<file path="config.mk">
export PLATFORM = sky130hd
export DESIGN_NAME = nibble_serial_adder_ctrl
export DESIGN_NICKNAME = d
export VERILOG_FILES = /design/src/rtl/nibble_adder_pkg.sv /design/src/rtl/nibble_adder_slice.sv /design/src/rtl/nibble_serial_adder_ctrl.sv
export SDC_FILE = /design/constraint.sdc
export NUM_CORES = 1
export LEC_CHECK = 0
export BUFFER_PORTS_ARGS = -buffer_cell sky130_fd_sc_hd__buf_2
export CORE_ASPECT_RATIO = 1.25
export CORE_UTILIZATION = 50
export CTS_BUF_LIST = sky130_fd_sc_hd__clkbuf_8
export DETAILED_ROUTE_END_ITERATION = 10
export GPL_ROUTABILITY_DRIVEN = 0
export GPL_TIMING_DRIVEN = 0
export PLACE_DENSITY = 0.74
export SLEW_MARGIN = 30
export SYNTH_ARGS = -nofsm -noshare
export SYNTH_HDL_FRONTEND = slang
export SYNTH_SLANG_ARGS = --single-unit
</file>
<file path="constraint.sdc">
create_clock -name clk -period 8.41 [get_ports clk]
set_input_delay 1.2615 -clock clk [delete_from_list [all_inputs] [get_ports clk]]
set_output_delay 1.2615 -clock clk [all_outputs]
set_load 0.005 [all_outputs]
</file>
<file path="src/rtl/nibble_adder_pkg.sv">
// Package nibble_adder_pkg
// Shared definitions for the nibble-serial adder controller:
//   - NIB_W     : width of one adder slice (a nibble)
//   - state_t   : controller FSM encoding (ST_IDLE, ST_RUN, ST_DONE)
//   - idx_width : width of the nibble index counter for a given NIBBLES
package nibble_adder_pkg;

  localparam int NIB_W = 4;

  typedef enum logic [1:0] {
    ST_IDLE = 2'd0,
    ST_RUN  = 2'd1,
    ST_DONE = 2'd2
  } state_t;

  // clog2 with a floor of one bit so NIBBLES=1 still yields a usable counter
  function automatic int idx_width(input int nibbles);
    if (nibbles <= 1) begin
      return 1;
    end else begin
      return $clog2(nibbles);
    end
  endfunction

endpackage

</file>
<file path="src/rtl/nibble_adder_slice.sv">
// Module nibble_adder_slice
// Purely combinational 4-bit ripple-carry adder; the single shared datapath
// resource of the serial adder.
// Ports:
//   a, b  in  NIB_W  nibble operands
//   cin   in  1      carry into bit 0
//   s     out NIB_W  nibble sum
//   cout  out 1      carry out of bit NIB_W-1
module nibble_adder_slice
  import nibble_adder_pkg::*;
(
  input  logic [NIB_W-1:0] a,
  input  logic [NIB_W-1:0] b,
  input  logic             cin,
  output logic [NIB_W-1:0] s,
  output logic             cout
);

  logic [NIB_W:0] c_s;

  assign c_s[0] = cin;

  for (genvar i = 0; i < NIB_W; i++) begin : g_fa
    assign s[i]     = a[i] ^ b[i] ^ c_s[i];
    assign c_s[i+1] = (a[i] & b[i]) | (c_s[i] & (a[i] ^ b[i]));
  end

  assign cout = c_s[NIB_W];

endmodule

</file>
<file path="src/rtl/nibble_serial_adder_ctrl.sv">
// Module nibble_serial_adder_ctrl
// Adds two NIBBLES*4-bit operands one nibble per clock (LSB first) through a
// single shared nibble_adder_slice, chaining the carry in a register.
// Optional feature macro: OVERFLOW_FLAG_EN adds the signed-overflow port ovf.
// Ports:
//   clk, rst             clock (rising edge), asynchronous active-high reset
//   in_valid/in_ready    operand handshake (in_ready high only when idle)
//   a, b, cin            operands and carry into nibble 0
//   out_valid/out_ready  result handshake
//   sum, cout            registered result and carry out of the MSB nibble
//   busy                 high while computing or holding a result
//   ovf                  two's-complement overflow (OVERFLOW_FLAG_EN only)
module nibble_serial_adder_ctrl
  import nibble_adder_pkg::*;
#(
  parameter int NIBBLES = 4
) (
  input  logic                     clk,
  input  logic                     rst,
  input  logic                     in_valid,
  output logic                     in_ready,
  input  logic [NIB_W*NIBBLES-1:0] a,
  input  logic [NIB_W*NIBBLES-1:0] b,
  input  logic                     cin,
  output logic                     out_valid,
  input  logic                     out_ready,
  output logic [NIB_W*NIBBLES-1:0] sum,
  output logic                     cout,
  output logic                     busy
`ifdef OVERFLOW_FLAG_EN
  ,
  output logic                     ovf
`endif
);

  localparam int W     = NIB_W * NIBBLES;
  localparam int IDX_W = idx_width(NIBBLES);

  state_t             state_r;
  logic [IDX_W-1:0]   idx_r;
  logic               carry_r;
  logic [W-1:0]       a_r;
  logic [W-1:0]       b_r;

  logic [NIB_W-1:0]   a_nib_s;
  logic [NIB_W-1:0]   b_nib_s;
  logic [NIB_W-1:0]   nib_sum_s;
  logic               nib_cout_s;
  logic               last_s;

  // Nibble select: route the current nibble of each operand to the slice
  always_comb begin
    a_nib_s = a_r[idx_r*NIB_W +: NIB_W];
    b_nib_s = b_r[idx_r*NIB_W +: NIB_W];
    last_s  = (idx_r == IDX_W'(NIBBLES - 1));
  end

  nibble_adder_slice u_slice (
    .a    (a_nib_s),
    .b    (b_nib_s),
    .cin  (carry_r),
    .s    (nib_sum_s),
    .cout (nib_cout_s)
  );

`ifdef OVERFLOW_FLAG_EN
  // Carry into the top bit is recovered from that bit's sum and operands,
  // so the slice needs no extra port.
  logic ovf_s;
  assign ovf_s = (nib_sum_s[NIB_W-1] ^ a_nib_s[NIB_W-1] ^ b_nib_s[NIB_W-1]) ^ nib_cout_s;
`endif

  // Controller FSM with registered handshake flags, index, carry and result
  always_ff @(posedge clk or posedge rst) begin
    if (rst) begin
      state_r   <= ST_IDLE;
      idx_r     <= '0;
      carry_r   <= 1'b0;
      a_r       <= '0;
      b_r       <= '0;
      sum       <= '0;
      cout      <= 1'b0;
      out_valid <= 1'b0;
      in_ready  <= 1'b1;
      busy      <= 1'b0;
`ifdef OVERFLOW_FLAG_EN
      ovf       <= 1'b0;
`endif
    end else begin
      case (state_r)
        ST_IDLE: begin
          if (in_valid) begin
            a_r      <= a;
            b_r      <= b;
            carry_r  <= cin;
            idx_r    <= '0;
            sum      <= '0;
`ifdef OVERFLOW_FLAG_EN
            ovf      <= 1'b0;
`endif
            state_r  <= ST_RUN;
            in_ready <= 1'b0;
            busy     <= 1'b1;
          end
        end
        ST_RUN: begin
          sum[idx_r*NIB_W +: NIB_W] <= nib_sum_s;
          carry_r                   <= nib_cout_s;
          if (last_s) begin
            cout      <= nib_cout_s;
`ifdef OVERFLOW_FLAG_EN
            ovf       <= ovf_s;
`endif
            state_r   <= ST_DONE;
            out_valid <= 1'b1;
          end else begin
            idx_r <= idx_r + IDX_W'(1);
          end
        end
        ST_DONE: begin
          // Result stays in sum/cout after the handshake until the next accept
          if (out_ready) begin
            state_r   <= ST_IDLE;
            out_valid <= 1'b0;
            busy      <= 1'b0;
            in_ready  <= 1'b1;
          end
        end
        default: begin
          state_r   <= ST_IDLE;
          out_valid <= 1'b0;
          busy      <= 1'b0;
          in_ready  <= 1'b1;
        end
      endcase
    end
  end

endmodule
</file>
==> summary.txt <==
Final layout
  • Footprint of the multi-input gates: 1236 µm²
  • Diode count: 0
  • Layout area overhead: 20.83%
  • Layout cells sized above 1: 0.4753
  • Finished Layout Cells: 327
  • Fillers: 431
  • Register area: 1428 µm²
  • # nets final: 305

Worst setup path
  • Startpoint types: flop
  • Critical Path End Type: flop
  • Crit path max fanout: 10
  • Reg2reg start: idx_r[1]
  • RR Endpoint: sum[3]
  • Reg2reg path depth: 11
  • Reg2Reg Setup Slack: 5.16 ns
  • Arr. time, crit path: 3.48 ns
  • Critical path class: flop to flop
  • Critical path data required time: 8.64 ns

Clocking
  • TritonCTS clock tree: built
  • TritonCTS Buffers: 9
  • Post-CTS setup buffer count: 0
  • Hold_buf cts: 0
  • Max Buffers Root-to-Sink: 2
  • Clock slew at the register clock pins of the worst setup and hold paths: 0.06 ns
  • Clk Latency, worst-skew pair: 0.34 ns
  • H-tree depth: 3
  • Root buffer cell: clkbuf_8
  • Post_cts resized: 0
  • Clk sink count: 57

Detailed routing
  • DRC Markers: 0
  • Vias: 1757
  • DRT Wirelength: 5391 µm
  • Avg WL per Cell: 16.49 µm
  • Initial DRT Pass Iterations: 6
  • DR vias/cell: 5.373
  • Remaining antenna violation count: 0
  • Initial DRC Count: 76

Global route
  • Global route total overflow: 0
  • Largest net degree at the start of global routing: 49
  • Initial antenna violation count: 0
  • Global-route wire length before repair: 9114 µm
  • Vias in the first global route: 1820
  • All-Layer GR Usage: 0.2037

Place
  • DPL Wire Length: 3939 µm
  • Placed insts: 312
  • PortBufs: 56

Power
  • Pwr per Cell Area: 434.2 nW/µm²
  • Logic pwr share: 0.500
  • Internal power: 0.0009489 W
  • Leak Pwr: 1.691 nW
  • Flop pwr share: 0.326
  • Clk pwr share: 0.174
  • Psw: 0.0005261 W
  • Max VDD drop: 238.4 µV
  • Sw Ratio: 0.3567

STA
  • Slew Limit Fails: 0
  • Worst hold slack: 0.4936 ns
  • Fin Setup TNS: 0 ns
  • Final count of hold timing violations: 0
  • Setup Skew: 0.008183 ns
  • Slew headroom: 0.5878
  • Final setup violation count: 0
  • RSZ-0062 raised after global routing: false
  • Final period util: 0.3869
  • Max frequency: 307.4 MHz
  • Worst Max-Slew Pin Slew: 0.6183 ns
  • Min Tclk post-route: 3.254 ns

Logic synthesis
  • Yosys reg bits: 57
  • Synth async-reset ratio: 1.000
  • Yosys warnings: 0
  • Cells after Synth: 191
  • Sequential share of the synthesized area: 0.5078
  • Post-Syn Nets: 237
  • Most numerous cell in the Yosys netlist: dfrtp_1
  • Post-synth EDFFs: 0
  • Syn Area/Cell: 14.72 µm²
  • Yosys cell types: 34
  • Area leader, netlist: dfrtp_1
  • Top FF cell, synth: dfrtp_1
  • Synth top cells by count: dfrtp_1, mux2_4, inv_1
  • Cell Area, Synth: 2811 µm²
  • Synth top area cells: dfrtp_1, mux2_4, mux4_2
  • Yosys top cell area share: 0.4984

Floorplanning
  • Die Area: 5929 µm²
  • Die height: 85.84 µm
  • Area of the core: 5405 µm²
  • Starting density of the core: 0.5201
  • Die X: 69.07 µm
  • Top-Level Pins: 57
  • Cell Rows: 30

Flow run
  • Max-cap violations: 0

Worst hold path
  • Hold Crit Depth: 1
  • Hold Path Sink: sum[2]
  • Worst Hold Class: flop to flop
  • Hold_sp: sum[2]

Run status
  • Status: complete, no violations
-- kinds of logic (layout without fill, tap and decap cells) --
kind of cell,after synthesis,in the layout,synth area share
compound gates,33,33,0.09034
fa+ha+maj,9,9,0.05074
buf+inv,22,94,0.05251
flops,57,57,0.5078
mux,42,42,0.2403
simple gates,28,28,0.05830
-- cell usage in the layout (no fill, tap or decap), types with 2 or more instances in the layout --
cell type | netlist | routed
a21o_1 | 4 | 4
a21oi_1 | 4 | 4
a22o_1 | 11 | 11
and3_1 | 2 | 2
and3b_1 | 2 | 2
buf_12 | 3 | 3
buf_2 | 1 | 57
buf_4 | 2 | 2
clkbuf_1 | 2 | 2
clkbuf_8 | 0 | 11
clkinv_2 | 0 | 2
dfrtp_1 | 56 | 56
fa_1 | 4 | 4
ha_1 | 5 | 5
inv_1 | 13 | 13
mux2_2 | 4 | 4
mux2_4 | 30 | 30
mux4_2 | 8 | 8
nand2_1 | 8 | 8
nand3_1 | 2 | 2
nor2_1 | 6 | 6
o21ai_0 | 3 | 3
o2bb2ai_1 | 8 | 8
-- power by group through the flow --
stage / combinational (W) / clock (W) / sequential, W
2_1_floorplan: 0.000558 / 0 / 0.000464
3_3_place_gp: 0.000727 / 0 / 0.000481
3_5_place_dp: 0.000746 / 0 / 0.000485
4_1_cts: 0.000746 / 0.000262 / 0.000483
5_1_grt: 0.000808 / 0.000275 / 0.000499
6_report: 0.000738 / 0.000256 / 0.000481
-- metrics by stage --
step                      cell area [µm²]  total power [W]  setup WS (ns)    util
after detailed placement             3202         0.001231          5.140  0.5924
final                                3397         0.001475          5.156  0.6285
after CTS                            3397         0.001491          5.128  0.6285
after global placement               3172         0.001208          5.119  0.5868
after global routing                 3397         0.001582          5.041  0.6285
after floorplan                      2811         0.001023          5.590       -
-- routing by layer --
metal,global-route usage,up-vias,share of wire
li1,-,827,-
met1,0.2598,862,0.44
met2,0.3248,56,0.50
met3,0.04348,12,0.042
met4,0.1132,0,0.019
met5,0,-,0
-- registers in the layout (all words and copies together), names as in the netlist --
signal,count
a_r,16
state_r,2
out_valid,1
b_r,16
cout,1
busy,1
carry_r,1
idx_r,2
sum,16
in_ready,1
-- area by class of cell --
class	instances	area share
Clock inverter	4	0.01289
Inverter	13	0.01510
Timing Repair Buffer	57	0.09061
Multi-Input combinational cell	112	0.3639
Clock buffer	11	0.04457
Sequential cell	57	0.4203
Buffer	9	0.02910
Tap cell	64	0.02357
-- critical path: stages, from the launching register on --
cell,delay [ns]
dfrtp_1,0.44
clkbuf_1,0.51
mux4_2,0.33
inv_1,0.06
fa_1,0.38
inv_1,0.07
fa_1,0.15
inv_1,0.05
fa_1,0.36
inv_1,0.08
fa_1,0.48
a22o_1,0.23
-- worst max path at each step --
| stage | start | to | slack, ns | depth (start not counted) |
|---|---|---|---|---|
| finish | idx_r[1] | sum[3] | 5.16 | 11 |
| global route | idx_r[1] | sum[7] | 5.04 | 11 |
| CTS | idx_r[1] | sum[3] | 5.13 | 11 |
| detailed placement | idx_r[1] | sum[3] | 5.14 | 11 |
| global placement | rst | a_r[2] | 5.12 | 2 |
| floorplan | idx_r[1] | sum[11] | 5.59 | 11 |
Note: power is estimated with default switching activity, not from simulation.
